--- src/rtl/clawgame_pkg.sv ---
// Shared definitions for the claw game scoreboard: FSM encoding, BCD digit type
// and the active-low seven-segment patterns {dp,g,f,e,d,c,b,a}.
package clawgame_pkg;

    typedef logic [3:0] bcd_digit_t;

    localparam logic [1:0] ST_IDLE      = 2'd0;
    localparam logic [1:0] ST_PLAYING   = 2'd1;
    localparam logic [1:0] ST_GAME_OVER = 2'd2;

    localparam logic [7:0] SEG_BLANK = 8'hFF;
    localparam logic [7:0] SEG_0     = 8'hC0;
    localparam logic [7:0] SEG_1     = 8'hF9;
    localparam logic [7:0] SEG_2     = 8'hA4;
    localparam logic [7:0] SEG_3     = 8'hB0;
    localparam logic [7:0] SEG_4     = 8'h99;
    localparam logic [7:0] SEG_5     = 8'h92;
    localparam logic [7:0] SEG_6     = 8'h82;
    localparam logic [7:0] SEG_7     = 8'hF8;
    localparam logic [7:0] SEG_8     = 8'h80;
    localparam logic [7:0] SEG_9     = 8'h90;

    // Packs an integer into up to eight BCD digits, least significant digit in [3:0].
    function automatic logic [31:0] to_bcd(input int unsigned value);
        int unsigned v;
        logic [31:0] res;
        v   = value;
        res = '0;
        for (int i = 0; i < 8; i++) begin
            res[i*4 +: 4] = 4'(v % 10);
            v = v / 10;
        end
        return res;
    endfunction

endpackage

--- src/rtl/seg7_decoder.sv ---
// Combinational BCD to active-low seven-segment decoder; non-decimal codes blank the digit.
module seg7_decoder
    import clawgame_pkg::*;
(
    input  bcd_digit_t  digit,
    output logic [7:0]  seg_c
);

    always_comb begin
        seg_c = SEG_BLANK;
        case (digit)
            4'd0:    seg_c = SEG_0;
            4'd1:    seg_c = SEG_1;
            4'd2:    seg_c = SEG_2;
            4'd3:    seg_c = SEG_3;
            4'd4:    seg_c = SEG_4;
            4'd5:    seg_c = SEG_5;
            4'd6:    seg_c = SEG_6;
            4'd7:    seg_c = SEG_7;
            4'd8:    seg_c = SEG_8;
            4'd9:    seg_c = SEG_9;
            default: seg_c = SEG_BLANK;
        endcase
    end

endmodule

--- src/rtl/clawgame_scoreboard.sv ---
// Claw game round controller: countdown timer, BCD score and multiplexed 7-segment display.
// Optional CLAWGAME_HIGH_SCORE_EN keeps a high score that the IDLE display shows.
module clawgame_scoreboard
    import clawgame_pkg::*;
#(
    parameter int unsigned NUM_DIGITS   = 8,
    parameter int unsigned SCORE_DIGITS = 4,
    parameter int unsigned TIMER_DIGITS = 2,
    parameter int unsigned GAME_SECONDS = 60,
    parameter int unsigned TICK_DIV     = 100000000,
    parameter int unsigned REFRESH_DIV  = 100000
) (
    input  logic                  clock,
    input  logic                  reset,
    input  logic                  increment_score,
    input  logic                  start_game,
    output logic [NUM_DIGITS-1:0] anode_activate,
    output logic [7:0]            LED_out,
    output logic                  game_active
);

    localparam int unsigned TIMER_W    = TIMER_DIGITS * 4;
    localparam int unsigned TIMER_BASE = NUM_DIGITS - TIMER_DIGITS;
    localparam int unsigned TICK_W     = (TICK_DIV > 1) ? $clog2(TICK_DIV) : 1;
    localparam int unsigned REFRESH_W  = (REFRESH_DIV > 1) ? $clog2(REFRESH_DIV) : 1;
    localparam int unsigned IDX_W      = (NUM_DIGITS > 1) ? $clog2(NUM_DIGITS) : 1;
    localparam logic [TIMER_W-1:0] TIMER_INIT = TIMER_W'(to_bcd(GAME_SECONDS));

    logic [1:0]                     state_q, state_next_c;
    bcd_digit_t [SCORE_DIGITS-1:0]  score_q, score_inc_c, shown_score_c;
    bcd_digit_t [TIMER_DIGITS-1:0]  timer_q, timer_dec_c;
    logic [TICK_W-1:0]              tick_q;
    logic [REFRESH_W-1:0]           refresh_q;
    logic [IDX_W-1:0]               digit_idx_q;
    logic                           inc_meta_q, inc_sync_q, inc_prev_q, inc_rise_c;
    logic                           playing_c, tick_wrap_c, start_c, expire_c, score_full_c;
    logic [NUM_DIGITS-1:0][4:0]     pos_val_c;
    logic [4:0]                     sel_c;
    logic [7:0]                     seg_c, led_c;

    // Prize sensor synchroniser and rising-edge detect
    always_ff @(posedge clock or posedge reset) begin
        if (reset) begin
            inc_meta_q <= 1'b0;
            inc_sync_q <= 1'b0;
            inc_prev_q <= 1'b0;
        end else begin
            inc_meta_q <= increment_score;
            inc_sync_q <= inc_meta_q;
            inc_prev_q <= inc_sync_q;
        end
    end

    assign inc_rise_c  = inc_sync_q & ~inc_prev_q;
    assign playing_c   = (state_q == ST_PLAYING);
    assign tick_wrap_c = playing_c && (tick_q == TICK_W'(TICK_DIV - 1));

    always_ff @(posedge clock or posedge reset) begin
        if (reset) state_q <= ST_IDLE;
        else       state_q <= state_next_c;
    end

    always_comb begin
        state_next_c = state_q;
        start_c      = 1'b0;
        expire_c     = 1'b0;
        case (state_q)
            ST_IDLE, ST_GAME_OVER: begin
                if (start_game) begin
                    start_c      = 1'b1;
                    state_next_c = ST_PLAYING;
                end
            end
            ST_PLAYING: begin
                if (tick_wrap_c && (timer_q == TIMER_W'(1))) begin
                    expire_c     = 1'b1;
                    state_next_c = ST_GAME_OVER;
                end
            end
            default: state_next_c = ST_IDLE;
        endcase
    end

    // Saturating BCD increment of the score
    always_comb begin : score_incr
        logic carry;
        carry        = 1'b1;
        score_full_c = 1'b1;
        score_inc_c  = score_q;
        for (int i = 0; i < int'(SCORE_DIGITS); i++) begin
            score_full_c = score_full_c & (score_q[i] == 4'd9);
            if (carry) begin
                if (score_q[i] == 4'd9) begin
                    score_inc_c[i] = 4'd0;
                end else begin
                    score_inc_c[i] = score_q[i] + 4'd1;
                    carry          = 1'b0;
                end
            end
        end
    end

    always_comb begin : timer_decr
        logic borrow;
        borrow      = 1'b1;
        timer_dec_c = timer_q;
        for (int i = 0; i < int'(TIMER_DIGITS); i++) begin
            if (borrow) begin
                if (timer_q[i] == 4'd0) begin
                    timer_dec_c[i] = 4'd9;
                end else begin
                    timer_dec_c[i] = timer_q[i] - 4'd1;
                    borrow         = 1'b0;
                end
            end
        end
    end

    always_ff @(posedge clock or posedge reset) begin
        if (reset) begin
            score_q     <= '0;
            timer_q     <= TIMER_INIT;
            tick_q      <= '0;
            game_active <= 1'b0;
        end else begin
            game_active <= (state_next_c == ST_PLAYING);
            if (start_c) score_q <= '0;
            else if (playing_c && inc_rise_c && !score_full_c) score_q <= score_inc_c;
            if (start_c) timer_q <= TIMER_INIT;
            else if (tick_wrap_c) timer_q <= timer_dec_c;
            if (!playing_c || tick_wrap_c) tick_q <= '0;
            else tick_q <= tick_q + TICK_W'(1);
        end
    end

`ifdef CLAWGAME_HIGH_SCORE_EN
    bcd_digit_t [SCORE_DIGITS-1:0] high_score_q, score_final_c;

    // Include a point landing on the expiry edge in the comparison
    assign score_final_c = (inc_rise_c && !score_full_c) ? score_inc_c : score_q;

    always_ff @(posedge clock or posedge reset) begin
        if (reset) high_score_q <= '0;
        else if (expire_c && (score_final_c > high_score_q)) high_score_q <= score_final_c;
    end

    assign shown_score_c = (state_q == ST_IDLE) ? high_score_q : score_q;
`else
    assign shown_score_c = score_q;
`endif

    // Per-position content: {blank, bcd}; the timer field wins where fields overlap
    for (genvar g = 0; g < NUM_DIGITS; g++) begin : g_pos
        if (g >= TIMER_BASE) begin : g_timer
            assign pos_val_c[g] = {1'b0, timer_q[g - TIMER_BASE]};
        end else if (g < SCORE_DIGITS) begin : g_score
            assign pos_val_c[g] = {1'b0, shown_score_c[g]};
        end else begin : g_blank
            assign pos_val_c[g] = 5'h10;
        end
    end

    always_comb begin
        sel_c = 5'h10;
        for (int i = 0; i < int'(NUM_DIGITS); i++) begin
            if (digit_idx_q == IDX_W'(i)) sel_c = pos_val_c[i];
        end
    end

    seg7_decoder u_seg7_decoder (
        .digit (sel_c[3:0]),
        .seg_c (seg_c)
    );

    assign led_c = sel_c[4] ? SEG_BLANK : seg_c;

    // Anode and segments update from the same digit index on the same edge
    always_ff @(posedge clock or posedge reset) begin
        if (reset) begin
            refresh_q      <= '0;
            digit_idx_q    <= '0;
            anode_activate <= ~NUM_DIGITS'(1);
            LED_out        <= SEG_BLANK;
        end else begin
            anode_activate <= ~(NUM_DIGITS'(1) << digit_idx_q);
            LED_out        <= led_c;
            if (refresh_q == REFRESH_W'(REFRESH_DIV - 1)) begin
                refresh_q   <= '0;
                digit_idx_q <= (digit_idx_q == IDX_W'(NUM_DIGITS - 1)) ? '0 : digit_idx_q + IDX_W'(1);
            end else begin
                refresh_q <= refresh_q + REFRESH_W'(1);
            end
        end
    end

endmodule

--- config.mk ---
export PLATFORM = sky130hd
export DESIGN_NAME = clawgame_scoreboard
export DESIGN_NICKNAME = d
export VERILOG_FILES = /design/src/rtl/clawgame_pkg.sv /design/src/rtl/seg7_decoder.sv /design/src/rtl/clawgame_scoreboard.sv
export SDC_FILE = /design/constraint.sdc
export NUM_CORES = 1
export LEC_CHECK = 0
export CAP_MARGIN = 20
export CORE_ASPECT_RATIO = 0.75
export CORE_MARGIN = 2
export CORE_UTILIZATION = 60
export CTS_CLUSTER_DIAMETER = 80
export CTS_CLUSTER_SIZE = 14
export DETAILED_ROUTE_END_ITERATION = 6
export GPL_ROUTABILITY_DRIVEN = 0
export PLACE_DENSITY = 0.79
export SETUP_SLACK_MARGIN = 0.4
export SYNTH_ARGS = -nofsm -noshare
export SYNTH_HDL_FRONTEND = slang
export SYNTH_SLANG_ARGS = --single-unit
--- constraint.sdc ---
create_clock -name clock -period 3.2 [get_ports clock]
set_clock_uncertainty 0.15 [all_clocks]
set_input_delay 0.48 -clock clock [delete_from_list [all_inputs] [get_ports clock]]
set_output_delay 0.48 -clock clock [all_outputs]
set_load 0.01 [all_outputs]
==> summary.txt, run 1 <==
Route
  – Antenna Nets Post-Route: 0
  – Wire per inst: 15.22 um
  – Vias post-DR: 3639
  – Detailed Routing Iterations Pass 1: 5
  – Top sig layer: met4
  – Starting DRC count in detailed routing: 235
  – Met2 wire len: 4.163 mm
  – Via density: 5.898
  – Met3 routed WL: 477 um
  – M1 wire length: 4.632 mm
  – Final Routed Wirelength: 9.393 mm
  – Drt drc: 0

Floorplanning
  – Chip Width: 106.2 um
  – Starting Density: 62.98%
  – Die Y: 80.67 um
  – Die Area: 0.008568 mm^2
  – Core area: 0.007466 mm^2
  – # IOs: 21
  – Rows: 27

Synth
  – Post-Syn Instances: 484
  – Syn nets: 499
  – Post-Syn Area: 0.004702 mm^2
  – EDFF count, synth: 0
  – Share of flip-flops with an asynchronous set or reset: 100.0%
  – Synth cell types: 54
  – Main synth FF type: dfrtp_1
  – Syn Area/Cell: 9.715 um^2
  – YS warnings: 0
  – Synth Register Bits: 92
  – Register area share after synthesis: 49.39%

Final layout
  – Ant diodes: 0
  – Final Util: 70.67%
  – Layout Area Growth over Synthesis: 12.21%
  – Fin nets: 526
  – Commonest non-fill, non-tap cell in the layout: dfrtp_1
  – Fillers: 567
  – Layout cells sized above 1: 12.60%
  – Most frequent cells in the layout: 75 x dfrtp_1, 60 x nor2_1, 45 x nand2_1

Timing
  – Fin worst setup slack: 510.1 ps
  – Max Fclk: 371.8 MHz
  – Slew headroom: 53.29%
  – Period Utilization, post-route: 84.06%
  – Final Max Tran Viols: 0
  – Final-report hold violation count: 0
  – Unrepaired setup endpoints after global routing: yes
  – Slew @ Worst Pin: 699.2 ps
  – Min Tclk post-route: 2690 ps
  – Setup TNS: 0 ps
  – Setup violations, final: 0

Global routing
  – Total track usage: 23.58%
  – Congestion Overflow GR: 0
  – Initial antenna violation count: 0
  – Vias in the first global route: 3365
  – Largest net degree at the start of global routing: 34
  – First-pass GRT wire length: 15.79 mm

Run
  – Max-cap viol count: 0

Critical path
  – Critical path launch point type: flop
  – WP data arrival: 2840 ps
  – Kind of critical path: flop to flop
  – Crit end category: flop
  – R2R setup slack: 510 ps
  – Worst-path maximum fanout: 5
  – WP data required: 3350 ps

Placed design
  – Port bufs: 19
  – Detailed Place HPWL: 6.615 mm
  – Pre-CTS setup slack: 361.1 ps

CTS
  – CTS Buf Count: 9
  – Clock transition at the registers of the reported paths: 90 ps
  – Clock Tree Buf Depth: 2
  – H-tree level count: 3
  – Sink Count: 92
  – CTS tree: yes
  – Skew-Pair Late Insertion Delay: 370 ps
  – CTS Hold Bufs: 0
  – Clk root buf: clkbuf_8

Power
  – Leak: 2.302 nW
  – PwrDens: 482.0 mW/mm^2
  – Maximum VDD drop: 361.1 uV
  – Total power: 0.002543 W

Run status
  – Status: finished, final reports clean

Min path
  – HP Class: flop to flop
[layout make-up]
class,instances,area [um^2],share of cell area (%)
Sequential cell,92,2323,44.04
Multi-Input combinational cell,352,2246,42.57
Timing Repair Buffer,34,319.1,6.047
Tap cell,101,126.4,2.395
Clock buffer,9,123.9,2.348
Inverter,22,86.33,1.636
Clock inverter,7,51.30,0.9723
[cell usage after synthesis (all sizes together) (6+ instances only)]
| cell type | number | area (um^2) |
|---|---|---|
| dfstp | 16 | 420.4 |
| nand3 | 23 | 120.1 |
| nor4 | 7 | 50.05 |
| mux2i | 7 | 70.07 |
| nand4 | 16 | 100.1 |
| nand2 | 45 | 168.9 |
| dfrtp | 76 | 1902 |
| inv | 22 | 82.58 |
| nor3 | 8 | 40.04 |
| xnor2 | 14 | 122.6 |
| o21ai | 22 | 110.1 |
| a21oi | 15 | 75.07 |
| and3 | 10 | 62.56 |
| ha | 11 | 137.6 |
| xor2 | 29 | 254.0 |
| and4 | 6 | 52.55 |
| a221oi | 6 | 58.80 |
| nor2 | 60 | 225.2 |
| clkbuf | 15 | 56.30 |
| nor2b | 8 | 50.05 |
[logic make-up after synthesis]
group	Yosys count	synth area share [%]
AOI/OAI and AO/OA	75	10.88
xor gates and xnor gates	43	8.010
adders and majority gates	11	2.927
buffers and inverters	40	3.326
DFF	92	49.39
muxes	9	1.969
other	1	0.07975
and+or+nand+nor	213	23.42
[state kept, by name, summed over array words and instances, names as in the netlist]
| register | flops |
|---|---|
| inc_meta_q | 1 |
| tick_q | 27 |
| digit_idx_q | 3 |
| game_active | 1 |
| LED_out | 7 |
| inc_prev_q | 1 |
| state_q | 2 |
| refresh_q | 17 |
| anode_activate | 8 |
| inc_sync_q | 1 |
| pos_val_c | 24 |
[path summary, 6_finish.rpt]
path | cells past startpoint | startpoint | endpoint
max | 10 | digit_idx_q[0] | LED_out[6]
min | 0 | inc_meta_q | inc_sync_q
max reg2reg | 10 | digit_idx_q[0] | LED_out[6]
min reg2reg | 0 | inc_meta_q | inc_sync_q
max in group asynchronous | 3 | reset | LED_out[6]
min in group asynchronous | 2 | reset | tick_q[23]
[power breakdown]
part	switching [W]	total (W)	internal (W)
Clock	0.000426	0.000712	0.000286
Sequential	0.0000836	0.00136	0.00127
Combinational	0.000226	0.000475	0.000248
Total	0.000736	0.00254	0.00181
[per-stage QoR]
stage                     hold slack, ps  instance area (um^2)  cells
after floorplan                    181.2                  4707    484
after global placement             183.8                  5051    598
after detailed placement           194.2                  5051    598
after CTS                          215.9                  5231    614
after global routing               221.0                  5276    617
final                              211.1                  5276    617
[timing repair]
action	4_1_cts	5_1_grt
pin swaps	0	1
resized for setup	1	7
buffers inserted	0	2
setup endpoints to repair	2	7
gates cloned	0	1
[layer usage]
| metal | up-vias | GRT usage, % |
|---|---|---|
| met5 | - | 0 |
| met4 | 0 | 6.053 |
| met3 | 15 | 6.088 |
| met2 | 105 | 36.54 |
| met1 | 1763 | 33.25 |
| li1 | 1756 | - |
[worst max-delay path, cell delays in order (launching register included)]
cell,delay [ps]
dfrtp_1,420
ha_2,210
ha_1,180
or2_2,290
a221o_1,270
a222oi_1,300
buf_4,210
ha_2,180
inv_1,40
mux2_2,260
a21oi_2,130
Note: power is estimated with default switching activity, not from simulation.
==> run 2, diff against run 1 <==
==> constraint.sdc (replaced) <==
create_clock -name clock -period 2.6 [get_ports clock]
set_clock_uncertainty 0.15 [all_clocks]
set_input_delay 0.39 -clock clock [delete_from_list [all_inputs] [get_ports clock]]
set_output_delay 0.39 -clock clock [all_outputs]
set_load 0.01 [all_outputs]
==> summary.txt, run 2 (same netlist as run 1, synthesis figures left out) <==
CTS
  – Sink Count: 92
  – Clock transition at the registers of the reported paths: 80 ps
  – H-tree level count: 3
  – Clock Tree Buf Depth: 2
  – CTS tree: yes
  – CTS Hold Bufs: 0
  – Clk root buf: clkbuf_8
  – Skew-Pair Late Insertion Delay: 360 ps
  – CTS Buf Count: 9

Global routing
  – Congestion Overflow GR: 0
  – Largest net degree at the start of global routing: 93
  – Initial antenna violation count: 0
  – First-pass GRT wire length: 17.32 mm
  – Vias in the first global route: 3641
  – Total track usage: 25.89%

Critical path
  – Worst r2r src: digit_idx_q[1]
  – WP data required: 2700 ps
  – Worst-path maximum fanout: 9
  – WP data arrival: 2700 ps
  – Crit end category: flop
  – Critical path launch point: digit_idx_q[1]
  – Kind of critical path: flop to flop
  – Critical path launch point type: flop

Route
  – Final Routed Wirelength: 11.26 mm
  – Vias post-DR: 3963
  – Wire per inst: 17.48 um
  – Antenna Nets Post-Route: 0
  – Detailed Routing Iterations Pass 1: 5
  – Starting DRC count in detailed routing: 306
  – Drt drc: 0
  – Via density: 6.154

Power
  – PwrDens: 596.1 mW/mm^2
  – Leak: 2.556 nW
  – Maximum VDD drop: 459.7 uV

Final layout
  – Ant diodes: 0
  – Biggest register: tick_q
  – Commonest non-fill, non-tap cell in the layout: dfrtp_1
  – Fin nets: 553
  – Fin cells: 644
  – Max reg flops: 27
  – Final Util: 78.63%
  – Layout cells sized above 1: 24.31%
  – Most frequent cells in the layout: 73 x dfrtp_1, 59 x nor2_1, 44 x nand2_1
  – Final Cell Area: 0.005871 mm^2
  – Layout Area Growth over Synthesis: 24.85%

Run
  – Max-cap viol count: 0

Timing
  – Final Max Tran Viols: 0
  – Period Utilization, post-route: 99.97%
  – Unrepaired setup endpoints after global routing: yes
  – Final-report hold violation count: 0
  – Setup violations, final: 0
  – Max Fclk: 384.7 MHz
  – Slew headroom: 62.33%
  – Slew @ Worst Pin: 559.9 ps
  – Min Tclk post-route: 2599 ps

Floorplanning
  – Chip Width: 106.2 um
  – Die Y: 80.67 um
  – Core area: 0.007466 mm^2
  – Die Area: 0.008568 mm^2
  – Starting Density: 62.98%
  – Rows: 27
  – # IOs: 21

Placed design
  – Detailed Place HPWL: 6.468 mm
  – Placed insts: 603
  – Port bufs: 19
  – Area after DPL: 0.005141 mm^2

Min path
  – HP Class: flop to flop
  – Source of the worst hold timing path: inc_meta_q

Run status
  – Status: finished, final reports clean
[run 2: cell types whose count changed in the layout (fill, tap and decap cells not counted), sizes merged]
cell	previous run	this run
clkdlybuf4s15	1	0
inv	23	21
bufinv	0	1
clkinvlp	3	1
clkinv	3	2
clkbuf	9	13
buf	14	42
[run 2: critical path, stage by stage, from the launching register on]
cell      delay [ps]
dfrtp_2          450
buf_4            150
ha_4             190
and2_1           220
a221oi_1         440
a221oi_2         120
buf_4            210
a21boi_0         350
o311ai_1         200
[run 2: area by class of cell]
type,instances,area (um^2)
inverters,22,88.84
fillers,447,1595
well taps,101,126.4
clock buffers,13,178.9
multi-input cells,352,2547
clock inverters,3,42.54
flip-flops and latches,92,2326
repair buffers,61,560.5
[run 2: final timing paths]
kind                       slack [ps]  depth (start not counted)            to
max                               0.7                          8    LED_out[0]
min                               210                          0    inc_sync_q
max reg2reg                       0.7                          8    LED_out[0]
min reg2reg                       210                          0    inc_sync_q
max in group asynchronous        1560                          3    LED_out[4]
min in group asynchronous         360                          3  refresh_q[0]
[run 2: repair_timing]
item | 4_1_cts | 5_1_grt
gates resized for setup | 37 | 31
setup endpoints to repair | 16 | 50
endpoints found under the hold margin | 0 | 0
setup buffers | 18 | 7
pin swaps | 9 | 21
[run 2: power by group]
part / switching, W / internal [W]
combinational: 0.000360 / 0.000429
clock: 0.000479 / 0.000548
sequential: 0.000117 / 0.00157
[run 2: layer usage]
layer | vias to the layer above | part of all wire [%] | global-route usage (%)
met3 | 36 | 7.9 | 7.792
met5 | - | 0 | 0
met2 | 191 | 47 | 40.45
met1 | 1923 | 42 | 34.76
met4 | 0 | 2.6 | 8.553
li1 | 1813 | - | -
[run 2: through the flow]
step | hold slack, ps | total power [W] | worst slack, ps | setup TNS, ps
6_report | 207.4 | 0.003499 | 0.7323 | 0
3_3_place_gp | 183.2 | 0.002240 | 152.1 | 0
5_1_grt | 219.1 | 0.003650 | -69.06 | -102.2
2_1_floorplan | 181.2 | 0.002059 | 75.33 | 0
4_1_cts | 210.6 | 0.003374 | 114.1 | 0
3_5_place_dp | 191.8 | 0.002267 | -59.14 | -65.61
